===== config.mk =====
export PLATFORM = sky130hd
export DESIGN_NAME = psg_write_fifo
export DESIGN_NICKNAME = d
export VERILOG_FILES = /design/src/rtl/psg_pkg.sv /design/src/rtl/psg_byte_fifo.sv /design/src/rtl/psg_write_fifo.sv
export SDC_FILE = /design/constraint.sdc
export NUM_CORES = 1
export LEC_CHECK = 0
export CORE_ASPECT_RATIO = 0.75
export CORE_MARGIN = 5
export CORE_UTILIZATION = 35
export DETAILED_ROUTE_END_ITERATION = 12
export MAX_ROUTING_LAYER = met4
export PLACE_DENSITY = 0.51
export SYNTH_ARGS = -nofsm -noshare
export SYNTH_HDL_FRONTEND = slang
export SYNTH_HIERARCHICAL = 1
export SYNTH_SLANG_ARGS = --single-unit

===== constraint.sdc =====
create_clock -name clk -period 4.3 [get_ports clk]
set_input_delay 0.43 -clock clk [delete_from_list [all_inputs] [get_ports clk]]
set_output_delay 0.43 -clock clk [all_outputs]
set_load 0.03 [all_outputs]

===== src/rtl/psg_pkg.sv =====
// Shared types and defaults for the PSG write FIFO: FSM state encoding, bus width, default sizing.
package psg_pkg;

  localparam int unsigned PSG_BYTE_W          = 8;
  localparam int unsigned PSG_DEFAULT_DEPTH   = 8;
  localparam int unsigned PSG_DEFAULT_HOLDOFF = 32;
  localparam int unsigned PSG_HOLD_W          = 8;

  typedef enum logic [1:0] {
    IDLE   = 2'd0,
    STROBE = 2'd1,
    HOLD   = 2'd2
  } psg_state_e;

endpackage


===== src/rtl/psg_byte_fifo.sv =====
// Byte FIFO with registered storage: a byte pushed on one edge is visible at the head from the next cycle.
module psg_byte_fifo
  import psg_pkg::*;
#(
  parameter int unsigned DEPTH = PSG_DEFAULT_DEPTH,
  localparam int unsigned PTR_W = $clog2(DEPTH),
  localparam int unsigned CNT_W = PTR_W + 1
) (
  input  logic                  clk,
  input  logic                  reset,
  input  logic                  push_i,
  input  logic [PSG_BYTE_W-1:0] push_data_i,
  input  logic                  pop_i,
  output logic [PSG_BYTE_W-1:0] head_o,
  output logic                  full_o,
  output logic                  empty_o,
  output logic [CNT_W-1:0]      count_o
);

  logic [PSG_BYTE_W-1:0] mem_q [DEPTH];
  logic [PTR_W-1:0]      wr_ptr_q;
  logic [PTR_W-1:0]      rd_ptr_q;
  logic [CNT_W-1:0]      count_q;
  logic                  do_push;
  logic                  do_pop;

  assign full_o  = (count_q == CNT_W'(DEPTH));
  assign empty_o = (count_q == '0);
  assign do_push = push_i && !full_o;
  assign do_pop  = pop_i && !empty_o;
  assign head_o  = mem_q[rd_ptr_q];
  assign count_o = count_q;

  // Pointers wrap naturally because DEPTH is a power of two.
  always_ff @(posedge clk) begin
    if (reset) begin
      wr_ptr_q <= '0;
      rd_ptr_q <= '0;
      count_q  <= '0;
    end else begin
      if (do_push) wr_ptr_q <= wr_ptr_q + PTR_W'(1);
      if (do_pop)  rd_ptr_q <= rd_ptr_q + PTR_W'(1);
      case ({do_push, do_pop})
        2'b10:   count_q <= count_q + CNT_W'(1);
        2'b01:   count_q <= count_q - CNT_W'(1);
        default: count_q <= count_q;
      endcase
    end
  end

  always_ff @(posedge clk) begin
    if (do_push) mem_q[wr_ptr_q] <= push_data_i;
  end

endmodule


===== src/rtl/psg_write_fifo.sv =====
// Queues host register writes and replays them to an SN76489 with a fixed strobe-to-strobe spacing.
// Optional: define PSG_WRITE_FIFO_LEVEL_EN to expose the FIFO occupancy on port 'level'.
module psg_write_fifo
  import psg_pkg::*;
#(
  parameter int unsigned DEPTH          = PSG_DEFAULT_DEPTH,
  parameter int unsigned HOLDOFF_CYCLES = PSG_DEFAULT_HOLDOFF
) (
  input  logic       clk,
  input  logic       reset,
  input  logic [7:0] in_data,
  input  logic       in_valid,
  output logic       in_ready,
  output logic [7:0] psg_data,
  output logic       psg_we_n,
  output logic       busy
`ifdef PSG_WRITE_FIFO_LEVEL_EN
  ,
  output logic [$clog2(DEPTH):0] level
`endif
);

  localparam int unsigned CNT_W = $clog2(DEPTH) + 1;
  localparam logic [PSG_HOLD_W-1:0] HOLD_LOAD = PSG_HOLD_W'(HOLDOFF_CYCLES - 2);

  psg_state_e            state_q, state_d;
  logic [PSG_HOLD_W-1:0] cnt_q, cnt_d;
  logic [PSG_BYTE_W-1:0] data_q, data_d;
  logic                  we_n_q, we_n_d;

  logic                  pop_c;
  logic                  fifo_full;
  logic                  fifo_empty;
  logic [PSG_BYTE_W-1:0] fifo_head;
  logic [CNT_W-1:0]      fifo_count;

  psg_byte_fifo #(.DEPTH(DEPTH)) u_fifo (
    .clk         (clk),
    .reset       (reset),
    .push_i      (in_valid),
    .push_data_i (in_data),
    .pop_i       (pop_c),
    .head_o      (fifo_head),
    .full_o      (fifo_full),
    .empty_o     (fifo_empty),
    .count_o     (fifo_count)
  );

  assign in_ready = !fifo_full;
  assign psg_data = data_q;
  assign psg_we_n = we_n_q;
  assign busy     = (fifo_count != '0) || (state_q != IDLE);

`ifdef PSG_WRITE_FIFO_LEVEL_EN
  assign level = fifo_count;
`endif

  always_ff @(posedge clk) begin
    if (reset) begin
      state_q <= IDLE;
      cnt_q   <= '0;
      data_q  <= '0;
      we_n_q  <= 1'b1;
    end else begin
      state_q <= state_d;
      cnt_q   <= cnt_d;
      data_q  <= data_d;
      we_n_q  <= we_n_d;
    end
  end

  // Each pop loads the data bus and opens a one-cycle strobe; HOLD spaces consecutive strobes.
  always_comb begin
    state_d = state_q;
    cnt_d   = cnt_q;
    data_d  = data_q;
    we_n_d  = 1'b1;
    pop_c   = 1'b0;
    case (state_q)
      IDLE: begin
        if (!fifo_empty) begin
          pop_c   = 1'b1;
          data_d  = fifo_head;
          we_n_d  = 1'b0;
          state_d = STROBE;
        end
      end
      STROBE: begin
        cnt_d   = HOLD_LOAD;
        state_d = HOLD;
      end
      HOLD: begin
        if (cnt_q == '0) begin
          if (!fifo_empty) begin
            pop_c   = 1'b1;
            data_d  = fifo_head;
            we_n_d  = 1'b0;
            state_d = STROBE;
          end else begin
            state_d = IDLE;
          end
        end else begin
          cnt_d = cnt_q - PSG_HOLD_W'(1);
        end
      end
      default: state_d = IDLE;
    endcase
  end

endmodule


Yosys cells after proc, flatten, opt, wreduce, memory -nomap -nowiden
Memory sizes are Yosys's and may differ from the RTL's. A register that Yosys moved wholly into a read port is not among the register bits.
Index checks and enable logic that the tools add are counted.
{"block": "word_totals", "ramBits": 64, "romBits": 0, "reg_bits": 29, "latchBits": 0, "memories": 1, "elab_cells": 57, "in_bits": 11, "out_inout_bits": 11}
{"block": "classes", "n_eq_ne": 8, "n_div": 0, "n_mux": 20, "multipliers": 0, "n_addsub": 5, "bitwise_logic": 0, "reduce_logical": 16, "shifts": 0, "n_lt_le_gt_ge": 0}
{"memory": "u_fifo.mem_q", "depth": 8, "word_bits": 8, "read_ports": 1, "rd_clocked_by_memory_dff": 1, "write_ports": 1, "line_no": "psg_byte_fifo.sv:20", "text": "logic [PSG_BYTE_W-1:0] mem_q [DEPTH];"}
{"cell": "8-bit case mux with 2 select lines", "count": 2}
{"cell": "8-bit 2-to-1 mux", "count": 3}
{"cell": "8-bit logical NOT", "count": 1}
{"cell": "4-bit case mux with 2 select lines", "count": 1}
{"cell": "2-bit nonzero test", "count": 4}
{"cell": "8-bit by 1-bit subtractor with 8-bit output, second input constant", "count": 1}
{"cell": "1-bit 2-to-1 mux", "count": 7}
{"cell": "3-bit by 1-bit adder with 3-bit output, second input constant", "count": 2}
{"cell": "3-bit 2-to-1 mux", "count": 2}
{"cell": "2-bit inequality test, second input constant", "count": 3}
{"cell": "2-bit case mux with 3 select lines", "count": 1}
{"cell": "2-bit AND reduction", "count": 3}
{"cell": "4-bit by 1-bit adder with 4-bit output, second input constant", "count": 1}
{"cell": "2-bit by 1-bit equality test with 1-bit output, second input constant", "count": 2}
{"cell": "2-bit equality test, second input constant", "count": 2}
{"cell": "4-bit equality test, second input constant", "count": 1}
{"cell": "4-bit logical NOT", "count": 1}
{"cell": "2-bit 2-to-1 mux", "count": 2}
{"cell": "1-bit case mux with 2 select lines", "count": 2}
{"cell": "4-bit nonzero test", "count": 1}
{"cell": "4-bit by 1-bit subtractor with 4-bit output, second input constant", "count": 1}
{"cell": "1-bit logical AND", "count": 2}
{"cell": "1-bit logical NOT", "count": 2}
{"cell": "2-bit logical NOT", "count": 1}
{"cell": "1-bit logical OR", "count": 1}

Depth between registers and ports, before layout
{"block": "depth", "ltp_word": 7, "depth_mapped": 15, "mapped_depth_nobuf": 13}

Hierarchy
The synthesis kept the hierarchy.
{"mod": "psg_byte_fifo", "area_per_inst_um2": 3151.8, "seq_area_each_um2": 2182.1, "instances": 1, "cells_each": 167}
{"mod": "psg_write_fifo", "area_per_inst_um2": 978.4, "seq_area_each_um2": 380.4, "instances": 1, "cells_each": 103}

Least setup slack after synthesis
No wires, ideal clock.
{"block": "synth_path", "kind": "register to register", "start": "reg cnt_q[0]", "end": "reg u_fifo.count_q[2] (netlist: u_fifo/count_o[2])", "path_stages_with_launch": 16, "setup_ns": 0.070, "path_buffers": 2, "required_ns": 4.230, "arrival_time_ns": 3.163, "slack_ns": 1.067, "synth_period_minus_slack_ns": 3.233, "path_cell_list": "dfxtp_1 -> inv_1 -> ha_1 -> or3b_2 -> clkbuf_1 -> o21ai_4 -> nor3b_4 -> buf_6 -> o41a_1 -> ha_1 -> xor2_1 -> ha_1 -> a21oi_1 -> xor2_1 -> or3_1 -> a21oi_1"}
{"block": "synth_between", "elab_chain_cells": 6, "word_cells_on_any_way": 8, "cone_classes": "eq/ne (2); mux (3); reduce/logical (3)"}
{"element": "from (decl)", "line_no": "psg_write_fifo.sv:27", "text": "logic [PSG_HOLD_W-1:0] cnt_q, cnt_d;"}
{"element": "from (signal assigned)", "line_no": "psg_write_fifo.sv:66", "text": "cnt_q <= cnt_d;"}
{"element": "8-bit logical NOT *", "line_no": "psg_write_fifo.sv:93", "text": "if (cnt_q == '0) begin"}
{"element": "1-bit 2-to-1 mux *", "line_no": "psg_write_fifo.sv:93"}
{"element": "1-bit case mux with 2 select lines *", "line_no": "psg_write_fifo.sv:79", "text": "case (state_q)"}
{"element": "named net pop_c", "line_no": "psg_write_fifo.sv:31", "text": "logic pop_c;"}
{"element": "1-bit logical AND *", "line_no": "psg_byte_fifo.sv:30", "text": "assign do_pop = pop_i && !empty_o;"}
{"element": "named net u_fifo.do_pop", "line_no": "psg_byte_fifo.sv:25", "text": "logic do_pop;"}
{"element": "2-bit by 1-bit equality test with 1-bit output / 2-bit equality test (equally long branches)", "line_no": "psg_byte_fifo.sv:43", "text": "case ({do_push, do_pop})"}
{"element": "4-bit case mux with 2 select lines / 2-bit nonzero test (equally long branches)"}
{"element": "to (signal assigned)", "line_no": "psg_byte_fifo.sv:44", "text": "2'b10: count_q <= count_q + CNT_W'(1);"}
{"element": "to (signal assigned)", "line_no": "psg_byte_fifo.sv:45", "text": "2'b01: count_q <= count_q - CNT_W'(1);"}
{"element": "to (signal assigned)", "line_no": "psg_byte_fifo.sv:46", "text": "default: count_q <= count_q;"}
{"element": "to (decl)", "line_no": "psg_byte_fifo.sv:23", "text": "logic [CNT_W-1:0] count_q;"}
The timed path passes the listed nets; every way through them passes the cells marked *.
A chain may end at the register's enable or synchronous reset.

Worst setup path after layout
{"block": "layout_path", "start": "reg cnt_q[0]", "end": "reg u_fifo.count_q[2] (netlist: u_fifo/count_o[2])"}
{"block": "layout_between", "elab_chain_cells": 6, "word_cells_on_any_way": 8, "cone_classes": "eq/ne (2); mux (3); reduce/logical (3)"}
{"element": "8-bit logical NOT *", "line_no": "psg_write_fifo.sv:93"}
{"element": "1-bit 2-to-1 mux *", "line_no": "psg_write_fifo.sv:93"}
{"element": "1-bit case mux with 2 select lines *", "line_no": "psg_write_fifo.sv:79"}
{"element": "1-bit logical AND *", "line_no": "psg_byte_fifo.sv:30"}
{"element": "named net u_fifo.do_pop", "line_no": "psg_byte_fifo.sv:25"}
{"element": "2-bit by 1-bit equality test with 1-bit output / 2-bit equality test (equally long branches)", "line_no": "psg_byte_fifo.sv:43"}
{"element": "4-bit case mux with 2 select lines / 2-bit nonzero test (equally long branches)"}
Marks and branches as above.

==> results.json <==
{
  "ant_nets": 0,
  "holdPathStages": 2,
  "p_sw_mw": 0.9983,
  "rr_endpoint": "u_fifo/count_o[2]",
  "cts_root_buf": "clkbuf_16",
  "rows": 34,
  "die-height_um": 104.1,
  "fin_util_pct": 41.19,
  "synth_top_area_cell": "edfxtp_1",
  "finClkSkew_ns": 0.005012,
  "wirelength_um": 7632,
  "die_w_um": 135.4,
  "setup_tns_ns": 0,
  "dp_hpwl_um": 4846,
  "synthArstFlopShare_pct": 0,
  "start_util_pct": 35.69,
  "synth_ff_type": "edfxtp_1",
  "yosys-top-cells-count": "edfxtp_1, dfxtp_1, nand2b_1",
  "cts_post_setup_buffers_inserted": 0,
  "dieArea_um2": 14100,
  "synthDistinctLibCells": 49,
  "ir_drop_v": 0.0002371,
  "end_kind": "register",
  "maxSlewHeadroom_pct": 33.23,
  "grt_max_degree": 41,
  "ys_seq_elements": 96,
  "design_area_um2": 4766,
  "syn_area_um2": 4130,
  "grt_overflow": 0,
  "arrival_ns": 3.54,
  "r2r-start": "cnt_q[0]",
  "yosys_warnings": 6,
  "setup_viol": 0,
  "netlist_instances": 270,
  "period_share_pct": 76.15,
  "dpl_cell_area_um2": 4487,
  "crit_required_ns": 4.57,
  "min_to": "psg_data[2]",
  "ys_seq_area_share_pct": 62.04,
  "path_class": "register to register",
  "core_area_um2": 11570,
  "status": "completed",
  "syn2layout_area_growth_pct": 15.39,
  "rsz0062_at_grt": "false",
  "comb_power_share_pct": 33.3,
  "drc": 0,
  "firstDrtPassIters": 4,
  "period_needed_ns": 3.274,
  "clk_path_buf_depth": 2,
  "p_seq_share_pct": 42.0,
  "min-delay-start": "psg_data[2]",
  "io_pins": 22,
  "crit_fanout": 8,
  "wl_per_cell_um": 16.74,
  "drv_cap": 0,
  "worstMarginPinSlew_ns": 1.000,
  "grt_pass1_wl_um": 12170,
  "vias": 2195,
  "yosysMostFrequentCell": "edfxtp_1",
  "post_cts_resized": 0,
  "cts_buffers": 9,
  "cp-start-kind": "register",
  "reg2reg_slack_ns": 1.03,
  "hold_buffers": 0,
  "antenna_found_initial": 0,
  "place.gp.congestion": 0.8076,
  "grt.total_usage_pct": 11.87,
  "rr_worst_depth": 13,
  "finalHoldViolations": 0,
  "drive_above_1_share_pct": 16.33,
  "cts_tree": "done",
  "power_mw": 3.072,
  "drt-initial-drc-count": 182,
  "fin_nets": 308,
  "min_path_type": "register to register",
  "cts.clk_slew.worst_paths_ns": 0.06,
  "clkPwrFrac_pct": 24.7,
  "synth_edf_count": 64,
  "powerDensity_nw_per_um2": 644.5,
  "n_antenna_cell": 0,
  "synth_area_per_cell_um2": 15.30,
  "clock-sinks": 96,
  "intPower_mw": 2.073,
  "vias_per_cell": 4.814,
  "synthTopCellsByArea": "edfxtp_1, dfxtp_1, mux4_1",
  "p_leak_nw": 1.572,
  "portBuffers": 21,
  "swShare_pct": 32.50,
  "fmax_ghz": 0.3054,
  "slew_viol_final": 0,
  "htreeDepth": 3,
  "first_global_vias": 2188,
  "clk_latency_ns": 0.34,
  "synth_top_area_share_pct": 46.53,
  "synth_nets": 288
}
==> per-layer routing <==
layer	vias up	track usage (%)	part of all wire, %
met3	8	4.014	3.1
li1	1070	-	-
met4	0	3.669	1.4
met2	29	16.48	45
met1	1088	16.42	50
met5	-	-	0
==> area by class of cell <==
cell class / count / area [um^2]
repair buffers: 25 / 240.2
well taps: 162 / 202.7
clock inverters: 4 / 46.29
flip-flops and latches: 96 / 2562
fillers: 1061 / 6805
inverters: 5 / 18.77
clock buffers: 11 / 232.7
multi-input cells: 153 / 1463
==> per-stage QoR <==
step                setup WS, ns  cells  hold WS, ns
floorplan                  1.067    270       0.4341
finish                     1.026    456       0.4755
global placement           1.092    441       0.4582
detailed placement         1.068    441       0.4708
global route              0.7687    456       0.5015
CTS                        1.038    456       0.4798
==> how the worst max path moves through the flow <==
| stage | slack, ns | end | cells past startpoint | from |
|---|---|---|---|---|
| after floorplan | 1.07 | u_fifo/count_o[2] | 15 | cnt_q[0] |
| after global placement | 1.09 | u_fifo/count_o[2] | 13 | cnt_q[0] |
| after detailed placement | 1.07 | u_fifo/count_o[2] | 13 | cnt_q[0] |
| after CTS | 1.04 | u_fifo/count_o[2] | 13 | cnt_q[0] |
| after global routing | 0.77 | u_fifo/count_o[2] | 13 | cnt_q[0] |
| final | 1.03 | u_fifo/count_o[2] | 13 | cnt_q[0] |
==> sequential cells by signal, summed over array words and instances, names as in the netlist, named ones only <==
register	cells
u_fifo/mem_q	64
cnt_q	8
psg_data	8
u_fifo/count_o	4
u_fifo/rd_ptr_q	3
u_fifo/wr_ptr_q	3
state_q	2
psg_we_n	1
==> layout by cell type, fill, tap and decap left out, types with 2 or more instances in the layout <==
master           Yosys  layout
edfxtp_1            64      64
dfxtp_1             32      32
nand2b_1            21      21
clkdlybuf4s50_1      0      21
nor2_1              18      18
mux2i_1             11      11
clkbuf_16            0       9
mux2_2               9       9
mux4_2               8       8
mux4_1               8       8
a21oi_1              7       7
ha_1                 7       7
o211ai_1             6       6
xor2_1               6       6
inv_1                5       5
nor4_1               5       4
nand2_1              4       4
nand3_1              4       4
buf_4                0       4
a221oi_1             3       3
nor3_2               0       3
nand4b_1             2       2
or3_1                2       2
xnor2_1              2       2
nor3b_1              2       2
o21ai_0              2       2
clkbuf_1             6       2
==> logic make-up (layout without fill, tap and decap cells) <==
group,count (synthesis),in the layout,share of synthesized area (%)
compound gates,26,26,4.726
fa+ha+maj,7,7,2.120
xor+xnor,9,9,2.090
buf+inv,21,45,3.060
mux,36,36,14.57
simple gates,75,75,11.39
flops,96,96,62.04
==> power groups by stage <==
stage	sequential (mW)	combinational [mW]	clock, mW
floorplan	1.29	0.813	0
global placement	1.31	1.02	0
detailed placement	1.31	1.03	0
CTS	1.30	1.04	0.782
global route	1.32	1.12	0.825
finish	1.29	1.02	0.759
==> worst max-delay path: stages, from the launching register on <==
cell and delay, ns:
dfxtp_1 0.33, inv_1 0.11, ha_1 0.14, or3b_2 0.55, o21ai_4 0.23, nor3b_4 0.23, o41a_1 0.31, ha_1 0.31
xor2_1 0.17, ha_1 0.16, a21oi_1 0.05, xor2_1 0.16, or3_1 0.31, a21oi_1 0.14
(Power assumes the default switching activity.)
